File: src/rtl/ttt_pkg.sv
// Shared encodings for the tic-tac-toe board keeper: cell codes, winner codes,
// sequencer states and the table of the eight winning lines.
package ttt_pkg;

    localparam logic [1:0] EMPTY  = 2'b00;
    localparam logic [1:0] PLAYER = 2'b01;
    localparam logic [1:0] CPU    = 2'b10;

    localparam logic [1:0] WIN_NONE   = 2'b00;
    localparam logic [1:0] WIN_PLAYER = 2'b01;
    localparam logic [1:0] WIN_CPU    = 2'b10;

    typedef enum logic [2:0] {
        ST_IDLE,
        ST_PLAYER,
        ST_EVAL,
        ST_CPU_WAIT,
        ST_CPU_MOVE,
        ST_OVER
    } state_t;

    // Zero-based cell indices (cell n of the board is index n-1).
    localparam int LINES [8][3] = '{
        '{0, 1, 2}, '{3, 4, 5}, '{6, 7, 8},
        '{0, 3, 6}, '{1, 4, 7}, '{2, 5, 8},
        '{0, 4, 8}, '{2, 4, 6}
    };

endpackage

File: src/rtl/line_judge.sv
// Combinational board judge: win detection for both sides, full-board flag
// and the lowest-numbered empty cell (1..9, 0 when the board is full).
module line_judge
    import ttt_pkg::*;
(
    input  logic [1:0] pos1,
    input  logic [1:0] pos2,
    input  logic [1:0] pos3,
    input  logic [1:0] pos4,
    input  logic [1:0] pos5,
    input  logic [1:0] pos6,
    input  logic [1:0] pos7,
    input  logic [1:0] pos8,
    input  logic [1:0] pos9,
    output logic       player_win,
    output logic       cpu_win,
    output logic       board_full,
    output logic [3:0] first_empty
);

    logic [1:0] cells [9];

    assign cells = '{pos1, pos2, pos3, pos4, pos5, pos6, pos7, pos8, pos9};

    // Scan all lines for a triple, and scan cells high-to-low so the lowest empty wins.
    always_comb begin
        player_win  = 1'b0;
        cpu_win     = 1'b0;
        board_full  = 1'b1;
        first_empty = 4'd0;
        for (int l = 0; l < 8; l++) begin
            if (cells[LINES[l][0]] == PLAYER && cells[LINES[l][1]] == PLAYER &&
                cells[LINES[l][2]] == PLAYER)
                player_win = 1'b1;
            if (cells[LINES[l][0]] == CPU && cells[LINES[l][1]] == CPU &&
                cells[LINES[l][2]] == CPU)
                cpu_win = 1'b1;
        end
        for (int i = 8; i >= 0; i--) begin
            if (cells[i] == EMPTY) begin
                board_full  = 1'b0;
                first_empty = 4'(i + 1);
            end
        end
    end

endmodule

File: src/rtl/board_keeper.sv
// Authoritative tic-tac-toe board and turn sequencer. Takes player moves over
// valid/ready, applies the suggestion engine's move (or the lowest empty cell),
// and judges wins and draws after every move.
module board_keeper
    import ttt_pkg::*;
#(
    parameter int CPU_WAIT_CYCLES = 2
) (
    input  logic       clk,
    input  logic       reset,
    input  logic       start,
    input  logic       player_valid,
    input  logic [3:0] player_pos,
    output logic       player_ready,
    input  logic       cpu_check,
    input  logic [3:0] cpu_pos,
    output logic [1:0] pos1,
    output logic [1:0] pos2,
    output logic [1:0] pos3,
    output logic [1:0] pos4,
    output logic [1:0] pos5,
    output logic [1:0] pos6,
    output logic [1:0] pos7,
    output logic [1:0] pos8,
    output logic [1:0] pos9,
    output logic       illegal,
    output logic       game_over,
    output logic [1:0] winner,
    output logic [3:0] move_count
);

    localparam int CW = $clog2(CPU_WAIT_CYCLES + 1);

    state_t        state, state_next;
    logic [1:0]    cells [9];
    logic          last_cpu;
    logic [CW-1:0] wait_cnt;

    logic          do_clear, wr_en, load_cnt, set_winner, bad_move;
    logic [3:0]    wr_idx;
    logic [1:0]    wr_val, winner_next;
    logic          player_legal, cpu_ok;
    logic          player_win, cpu_win, board_full;
    logic [3:0]    first_empty;

    line_judge u_judge (
        .pos1(cells[0]), .pos2(cells[1]), .pos3(cells[2]),
        .pos4(cells[3]), .pos5(cells[4]), .pos6(cells[5]),
        .pos7(cells[6]), .pos8(cells[7]), .pos9(cells[8]),
        .player_win(player_win), .cpu_win(cpu_win),
        .board_full(board_full), .first_empty(first_empty)
    );

    assign pos1 = cells[0];
    assign pos2 = cells[1];
    assign pos3 = cells[2];
    assign pos4 = cells[3];
    assign pos5 = cells[4];
    assign pos6 = cells[5];
    assign pos7 = cells[6];
    assign pos8 = cells[7];
    assign pos9 = cells[8];

    assign player_ready = (state == ST_PLAYER);
    assign game_over    = (state == ST_OVER);

    // Range is checked first so the cell lookup only matters for cells 1..9.
    assign player_legal = (player_pos >= 4'd1) && (player_pos <= 4'd9) &&
                          (cells[player_pos - 4'd1] == EMPTY);
    assign cpu_ok       = cpu_check && (cpu_pos >= 4'd1) && (cpu_pos <= 4'd9) &&
                          (cells[cpu_pos - 4'd1] == EMPTY);

    // State register.
    always_ff @(posedge clk or posedge reset) begin
        if (reset) state <= ST_IDLE;
        else       state <= state_next;
    end

    // Next-state and board-update decisions; start overrides every state.
    always_comb begin
        state_next  = state;
        do_clear    = 1'b0;
        wr_en       = 1'b0;
        wr_idx      = 4'd0;
        wr_val      = EMPTY;
        load_cnt    = 1'b0;
        set_winner  = 1'b0;
        winner_next = WIN_NONE;
        bad_move    = 1'b0;
        if (start) begin
            do_clear   = 1'b1;
            state_next = ST_PLAYER;
        end else begin
            case (state)
                ST_IDLE: ;
                ST_PLAYER: begin
                    if (player_valid) begin
                        if (player_legal) begin
                            wr_en      = 1'b1;
                            wr_idx     = player_pos - 4'd1;
                            wr_val     = PLAYER;
                            state_next = ST_EVAL;
                        end else begin
                            bad_move = 1'b1;
                        end
                    end
                end
                ST_EVAL: begin
                    // board_full is equivalent to move_count == 9: every write fills one empty cell.
                    if (player_win) begin
                        set_winner  = 1'b1;
                        winner_next = WIN_PLAYER;
                        state_next  = ST_OVER;
                    end else if (cpu_win) begin
                        set_winner  = 1'b1;
                        winner_next = WIN_CPU;
                        state_next  = ST_OVER;
                    end else if (board_full) begin
                        set_winner  = 1'b1;
                        winner_next = WIN_NONE;
                        state_next  = ST_OVER;
                    end else if (!last_cpu) begin
                        load_cnt   = 1'b1;
                        state_next = ST_CPU_WAIT;
                    end else begin
                        state_next = ST_PLAYER;
                    end
                end
                ST_CPU_WAIT: begin
                    if (wait_cnt == '0) state_next = ST_CPU_MOVE;
                end
                ST_CPU_MOVE: begin
                    // EVAL never lets a full board reach here, so first_empty is always 1..9.
                    wr_en      = 1'b1;
                    wr_idx     = cpu_ok ? (cpu_pos - 4'd1) : (first_empty - 4'd1);
                    wr_val     = CPU;
                    state_next = ST_EVAL;
                end
                ST_OVER: ;
                default: state_next = ST_IDLE;
            endcase
        end
    end

    // Board, counters, winner and the registered illegal pulse.
    always_ff @(posedge clk or posedge reset) begin
        if (reset) begin
            for (int i = 0; i < 9; i++) cells[i] <= EMPTY;
            move_count <= 4'd0;
            winner     <= WIN_NONE;
            illegal    <= 1'b0;
            last_cpu   <= 1'b0;
            wait_cnt   <= '0;
        end else begin
            illegal <= bad_move;
            if (do_clear) begin
                for (int i = 0; i < 9; i++) cells[i] <= EMPTY;
                move_count <= 4'd0;
                winner     <= WIN_NONE;
                last_cpu   <= 1'b0;
            end else begin
                if (wr_en) begin
                    cells[wr_idx] <= wr_val;
                    move_count    <= move_count + 4'd1;
                    last_cpu      <= (wr_val == CPU);
                end
                if (set_winner) winner <= winner_next;
            end
            if (load_cnt)
                wait_cnt <= CW'(CPU_WAIT_CYCLES - 1);
            else if (state == ST_CPU_WAIT && wait_cnt != '0)
                wait_cnt <= wait_cnt - 1'b1;
        end
    end

endmodule

File: config.mk
export PLATFORM = sky130hd
export DESIGN_NAME = board_keeper
export DESIGN_NICKNAME = d
export VERILOG_FILES = /design/src/rtl/ttt_pkg.sv /design/src/rtl/line_judge.sv /design/src/rtl/board_keeper.sv
export SDC_FILE = /design/constraint.sdc
export NUM_CORES = 1
export LEC_CHECK = 0
export ABC_AREA = 1
export BUFFER_PORTS_ARGS = -buffer_cell sky130_fd_sc_hd__buf_2
export CORE_ASPECT_RATIO = 1.4
export CORE_UTILIZATION = 56
export DETAILED_ROUTE_END_ITERATION = 12
export GPL_TIMING_DRIVEN = 0
export PLACE_DENSITY_LB_ADDON = 0.25
export SETUP_SLACK_MARGIN = 0.3
export SYNTH_ARGS = -nofsm -noshare
export SYNTH_HDL_FRONTEND = slang
export SYNTH_HIERARCHICAL = 1
export SYNTH_SLANG_ARGS = --single-unit
File: constraint.sdc
create_clock -name clk -period 2.51 [get_ports clk]
set_input_delay 0.251 -clock clk [delete_from_list [all_inputs] [get_ports clk]]
set_output_delay 0.251 -clock clk [all_outputs]
set_load 0.005 [all_outputs]
-- Word-level counts from Yosys, hierarchy flattened
Index checks and enable logic that the tools add are counted.
- order comparisons: 8
- reductions and logical operators: 58
- divide/modulo/power cells: 0
- $add $sub $neg: 5
- $mul: 0
- bitwise operators: 3
- mux-type cells: 95
- shift operators: 0
- equality and inequality tests: 28
- operator list (cell ; count):
    $mux 4 ; 15
    $mux 1 ; 48
    $logic_and 1x1->1 ; 39
    $mux 18 ; 2
    $mux 2 ; 15
    $logic_not 2->1 ; 12
    $mux 3 ; 7
    $eq 2x2->1 const B ; 10
    $bwmux 18 ; 1
    $eq 2x1->1 const B ; 9
    $bmux 2 s4 ; 2
    $ge 5x5->1 const B ; 3
    $not 4->5 ; 3
    $pmux 3 s5 ; 1
    $sub 4x1->4 const B ; 3
    $demux 2 s4 ; 1
    $ge 4x1->1 const B ; 2
    $le 4x4->1 const B ; 2
    $pmux 4 s2 ; 1
    $reduce_bool 2->1 ; 4
    $eq 3x2->1 const B ; 2
    $eq 3x3->1 const B ; 2
    $ne 3x3->1 const B ; 2
    $lt 5x1->1 const B ; 1
    other kinds (10) ; 10
- register bits: 31
- latch bits: 0
- memories: 0
- memory bits (writable): 0
- input port bits: 13
- memory bits (read-only): 0

-- Longest topological paths before layout
- depth after elaboration: 22
- gate-level depth with buffers: 23
- depth with buffers taken out: 23

-- By module
Netlist, hierarchy kept.
- modules (own cells, without submodules) (module ; instances ; seq. area each (sq um) ; area an instance (sq um) ; cells each):
    board_keeper ; 1 ; 775.7 ; 2223.4 ; 325
    line_judge ; 1 ; 0.0 ; 440.4 ; 96

-- Least setup slack after synthesis
Ideal clock, no wire load.
- path kind: reg2reg
- start point: register cells, in the netlist pos9[0]
- end point: register cells, in the netlist pos1[0]
- cell stages (with the launch flop): 22
- period minus slack after synthesis: 2075 ps
- library setup time: 117 ps
- path slack: 435 ps
- arrival time: 1958 ps
- cells stage by stage: dfrtp_1 > nor2_1 > nand2_1 > nand2_1 > nand2_1 > nand2_1 > nand2_1 > nand2_1 > nand2_1 > nand2_1 > inv_1 > ha_1 > xnor2_1 > nand2_1 > nand3_1 > nand2_1 > nand2_2 > nand2_2 > nor2_2 > nand2_1 > nand2_1 > nand2_1
- word-level cells in the longest chain between the ends: 22
- elaborated cells between the ends (all ways): 44
- RTL lines (what ; RTL line ; RTL):
    start, declared ; board_keeper.sv:35 ; logic [1:0] cells [9];
    start signal, assigned by index ; board_keeper.sv:163 ; cells[wr_idx] <= wr_val;
    $logic_not 2->1 * ; line_judge.sv:40 ; if (cells[i] == EMPTY) begin
    $mux 4 * (9 in series) ; line_judge.sv:40 ;
    net first_empty[0] ; board_keeper.sv:44 ; logic [3:0] first_empty;
    $sub 4x1->4 * ; board_keeper.sv:135 ; wr_idx = cpu_ok ? (cpu_pos - 4'd1) : (first_empty - 4'd1);
    $mux 4 * ; board_keeper.sv:135 ;
    $pmux 4 s2 * ; board_keeper.sv:94 ; case (state)
    $mux 4 * ; board_keeper.sv:90 ; if (start) begin
    $not 4->5 (not written as such) * ; board_keeper.sv:163 ;
    $ge 5x5->1 (not written as such) or $lt 5x1->1 (tied branches) ; board_keeper.sv:163 ;
    $logic_and 1x1->1 (not written as such) ; board_keeper.sv:163 ;
    $mux 2 (not written as such) ; board_keeper.sv:163 ;
    $demux 2 s4 * ; board_keeper.sv:163 ;
    $bwmux 18 * ; board_keeper.sv:163 ;
    $mux 18 * ; board_keeper.sv:162 ; if (wr_en) begin
    $mux 18 * ; board_keeper.sv:156 ; if (do_clear) begin
Mark *: on every way through the listed nets, which the timed path passes. The rest lies on a longest branch. The select of a mux whose other input is x is not followed.
A chain may end at the register's enable or synchronous reset.

-- Worst setup path in the final report
- start point: register cells, in the netlist pos6[1]
- end point: register cells, in the netlist pos6[1]
- word-level cells in the longest chain between the ends: 19
- elaborated cells between the ends (all ways): 37
- RTL lines (what ; RTL line):
    $logic_not 2->1 * ; line_judge.sv:40
    $mux 4 * (6 in series) ; line_judge.sv:40
    net first_empty[1] ; board_keeper.sv:44
    $sub 4x1->4 * ; board_keeper.sv:135
    $mux 4 * ; board_keeper.sv:135
    $pmux 4 s2 * ; board_keeper.sv:94
    $mux 4 * ; board_keeper.sv:90
    $not 4->5 (not written as such) * ; board_keeper.sv:163
    $ge 5x5->1 (not written as such) or $lt 5x1->1 (tied branches) ; board_keeper.sv:163
    $logic_and 1x1->1 (not written as such) ; board_keeper.sv:163
    $mux 2 (not written as such) ; board_keeper.sv:163
    $demux 2 s4 * ; board_keeper.sv:163
    $bwmux 18 * ; board_keeper.sv:163
    $mux 18 * ; board_keeper.sv:162
    $mux 18 * ; board_keeper.sv:156
Marks and branches as above.

==> summary by stage <==
Timing
Setup repair after global routing could not meet its margin everywhere. The final hold violation count came to 0. Static timing analysis puts the maximum clock frequency at 423.5 MHz. The final-report setup violation count is 0. After layout, the worst setup slack is 0.1486 ns.

The max-slew headroom at the worst pin is 19.74%. The final critical path time including I/O delays and setup is 2.361 ns. On the final layout, the worst clock skew is 0.009065 ns.

The number of slew-limit violations in the final report was 0. The total negative slack for setup checks is 0 ns. The period utilization is 94.08%.

For the pin with the worst max-slew slack, the measured transition is 1.203 ns.

GRT
The first global-routing pass estimated 11.32 mm of wire. The initial antenna violation count is 0. The total routing usage reported by global routing is 29.75%. Entering global routing, the biggest net connects 32 pins. The via count of the first global-routing pass was 2656. Summed over all layers, the global routing overflow is 0.

Worst setup path
The worst endpoint data arrival time is 2.59 ns. The maximum net fanout on the critical path is 6. The worst register-to-register path ends at pos6[1]. The worst register-to-register path begins at pos6[1]. The setup slack on the worst flop-to-flop path is 0.15 ns. The setup path with the least slack is of type reg2reg. The worst setup path is launched from a flop. The number of cells on the worst reg-to-reg path is 17. The worst setup path is captured at a flop. The critical path required time is 2.74 ns.

Place
The worst slack at placement is 0.09659 ns. The number of I/O port buffers is 38. The detailed placer's ending HPWL is 5.232 mm.

The routability congestion estimate is 0.9183.

Floorplanning
The floorplan die width is 60.29 um. The top-level port count is 40. The placement row count is 29. In this run the vertical extent of the chip is 83.61 um. The die covers 0.005041 mm^2. The starting utilization of the core area is 58.73%.

The core region is 0.004536 mm^2.

Pwr
The clock network fraction of design power is 27.1%. The proportion of power drawn by flip-flops and latches is 36.2%. The internal portion of the total power is 1.024 mW. The share of total power dissipated in combinational logic is 36.7%.

For this design the ratio of total power to cell area is 509.4 mW/mm^2. Net switching is 38.51% of the power. The largest voltage drop on the vdd net is 0.0005238 V.

In this run the power spent charging and discharging nets is 0.6414 mW. The leakage power is 1.793 nW.

Worst hold path
The worst hold path belongs to the class in2reg. Along the worst hold path, the cell count comes to 3. The worst hold path startpoint is player_valid. The worst hold path terminates at illegal.

Synth
The distinct cell type count after synthesis is 34. The number of synthesized register bits is 31. The share of flip-flops with an asynchronous set or reset is 100.0%. For this run, the number of Yosys warnings is 6. Counting flops with a built-in enable in the synthesized netlist gives 0. The post-synthesis net count is 441.

In this run the cell area of the synthesized design comes to 0.002664 mm^2. The sequential area share after synthesis is 29.12%. The most instantiated flip-flop cell in the synthesis netlist is sky130_fd_sc_hd__dfrtp_1. Averaged over all synthesized cells, the footprint is 6.327 um^2. In the synthesized netlist, the number of instances is 421.

Clocking
The clock tree from TritonCTS is yes. The number of clock buffers inserted by TritonCTS is 5. The deepest clock path buffer count is 2. After clock tree synthesis, the clock-pin slew on the worst setup and hold paths is 0.07 ns. Clock tree synthesis found a total of 31 sinks. The root buffer cell chosen for the clock tree is sky130_fd_sc_hd__clkbuf_8. At the later pin of the worst-skew pair, clock insertion delay measures 0.29 ns. The H-tree depth is 2.

Layout
Fill cells in the final layout number 375. The layout cell share with drive strength beyond 1 is 31.58%. 0 antenna diodes ended up in the layout.

In the layout the commonest cells are 109 x sky130_fd_sc_hd__nand2_1, 55 x sky130_fd_sc_hd__inv_1, 47 x sky130_fd_sc_hd__nand3_1. Summing all multi-input logic gate instances after layout gives 0.001753 mm^2. The flip-flop and latch area is 787.0 um^2.

The number of nets in the finished design is 494. The signed area change from the synthesized netlist to the final layout is 22.73%. The most common library cell in the layout ignoring fill and taps is sky130_fd_sc_hd__nand2_1.

Detailed routing
The total length of routed wires is 7.255 mm. The count of nets left with antenna violations once routing finished came out at 0. The DRC violations left is 0. After detailed routing, the average wire length per cell comes to 13.51 um. The number of vias per cell after detailed routing is 5.367. The number of DRC markers in iteration 0 is 184. For this block, the via count after detailed routing is 2882. The iteration count of the initial detailed-routing pass is 5.

Flow run
Max-cap violations in this run came to 0.

Outcome
The run finished with clean final reports.
[metrics by stage]
stage | power (mW) | hold WS, ns | area (um^2) | std cells | util (%)
after CTS | 1.638 | 0.2282 | 3192 | 537 | 70.37
after global placement | 1.131 | 0.4675 | 2932 | 521 | 64.63
final | 1.665 | 0.2482 | 3269 | 537 | 72.08
after detailed placement | 1.146 | 0.4754 | 2932 | 521 | 64.63
after floorplan | 1.005 | 0.3545 | 2664 | 421 | -
after global routing | 1.766 | 0.2439 | 3269 | 537 | 72.08
[worst max path at each step]
stage / end / cells past startpoint / start
final: pos6[1] / 17 / pos6[1]
after global routing: pos6[1] / 21 / pos9[0]
after CTS: pos5[0] / 21 / pos9[1]
after detailed placement: pos1[0] / 21 / pos9[0]
after global placement: pos1[0] / 21 / pos9[0]
after floorplan: pos1[0] / 21 / pos9[0]
[power groups by stage]
stage / registers (mW) / clock network [mW] / logic (mW)
floorplan: 0.601 / 0 / 0.404
global placement: 0.608 / 0 / 0.523
detailed placement: 0.612 / 0 / 0.534
CTS: 0.603 / 0.457 / 0.579
global route: 0.610 / 0.473 / 0.684
finish: 0.604 / 0.451 / 0.611
[sequential cells by signal (all words and copies together) (netlist names)]
| register | cells |
|---|---|
| winner | 2 |
| state | 3 |
| pos9 | 2 |
| pos8 | 2 |
| pos2 | 2 |
| pos6 | 2 |
| wait_cnt | 2 |
| last_cpu | 1 |
| illegal | 1 |
| pos3 | 2 |
| pos4 | 2 |
| pos1 | 2 |
| pos5 | 2 |
| move_count | 4 |
| pos7 | 2 |
[routing by layer]
| metal | global-route usage [%] | vias to the layer above | share of wire (%) |
|---|---|---|---|
| met5 | 0 | - | 0 |
| met1 | 34.10 | 1322 | 40 |
| met3 | 4.186 | 20 | 5.2 |
| li1 | - | 1435 | - |
| met4 | 11.63 | 0 | 2.9 |
| met2 | 52.95 | 105 | 52 |
[cell families (layout without fill, tap and decap cells)]
family | Yosys count | count (layout) | synth area share, %
xor+xnor | 2 | 2 | 0.6577
compound gates | 34 | 34 | 7.234
flops | 31 | 31 | 29.12
fa+ha+maj | 7 | 7 | 3.288
buf+inv | 78 | 132 | 11.04
simple gates | 269 | 269 | 48.66
[critical path, stage by stage, from the launching register on]
cell	delay, ns
sky130_fd_sc_hd__dfrtp_1	0.46
sky130_fd_sc_hd__inv_1	0.12
sky130_fd_sc_hd__nand2_2	0.08
sky130_fd_sc_hd__nand2_4	0.08
sky130_fd_sc_hd__nand3_1	0.09
sky130_fd_sc_hd__a21oi_2	0.18
sky130_fd_sc_hd__inv_1	0.10
sky130_fd_sc_hd__ha_4	0.17
sky130_fd_sc_hd__xnor2_2	0.12
sky130_fd_sc_hd__nand2_1	0.08
sky130_fd_sc_hd__nand3_2	0.08
sky130_fd_sc_hd__nand2_2	0.14
sky130_fd_sc_hd__nand2_4	0.08
sky130_fd_sc_hd__nor2_4	0.21
sky130_fd_sc_hd__nand2_2	0.12
sky130_fd_sc_hd__inv_2	0.09
sky130_fd_sc_hd__nand2_2	0.04
sky130_fd_sc_hd__nand2_1	0.07
[repair_timing]
item	4_1_cts	5_1_grt
buffers inserted	8	0
hold buffers	0	0
endpoints found under the setup margin	18	26
resized for setup	30	22
pin swaps	16	22
[cells in the mapped netlist, types with 2 or more instances]
library cell	number	share of area [%]
sky130_fd_sc_hd__a21oi_1	11	2.1
sky130_fd_sc_hd__clkbuf_1	2	0.28
sky130_fd_sc_hd__clkinv_1	4	0.56
sky130_fd_sc_hd__dfrtp_1	31	29
sky130_fd_sc_hd__ha_1	7	3.3
sky130_fd_sc_hd__inv_1	58	8.2
sky130_fd_sc_hd__inv_2	12	1.7
sky130_fd_sc_hd__nand2_1	116	16
sky130_fd_sc_hd__nand2_2	19	4.5
sky130_fd_sc_hd__nand2_4	4	1.7
sky130_fd_sc_hd__nand3_1	54	10
sky130_fd_sc_hd__nand3_2	3	1.1
sky130_fd_sc_hd__nand4_1	5	1.2
sky130_fd_sc_hd__nor2_1	41	5.8
sky130_fd_sc_hd__nor2_2	12	2.8
sky130_fd_sc_hd__nor2_4	4	1.7
sky130_fd_sc_hd__nor3_1	6	1.1
sky130_fd_sc_hd__o21ai_0	14	2.6
sky130_fd_sc_hd__o21ai_1	2	0.38
sky130_fd_sc_hd__xnor2_1	2	0.66
[layout make-up]
type | count | share of cell area [%]
plain buffers | 4 | 0.4975
flip-flops and latches | 31 | 24.07
multi-input cells | 312 | 53.62
repair buffers | 46 | 7.654
clock buffers | 7 | 2.947
inverters | 74 | 8.611
clock inverters | 1 | 0.2296
well taps | 62 | 2.373
Power figures use the tool's default switching activity.
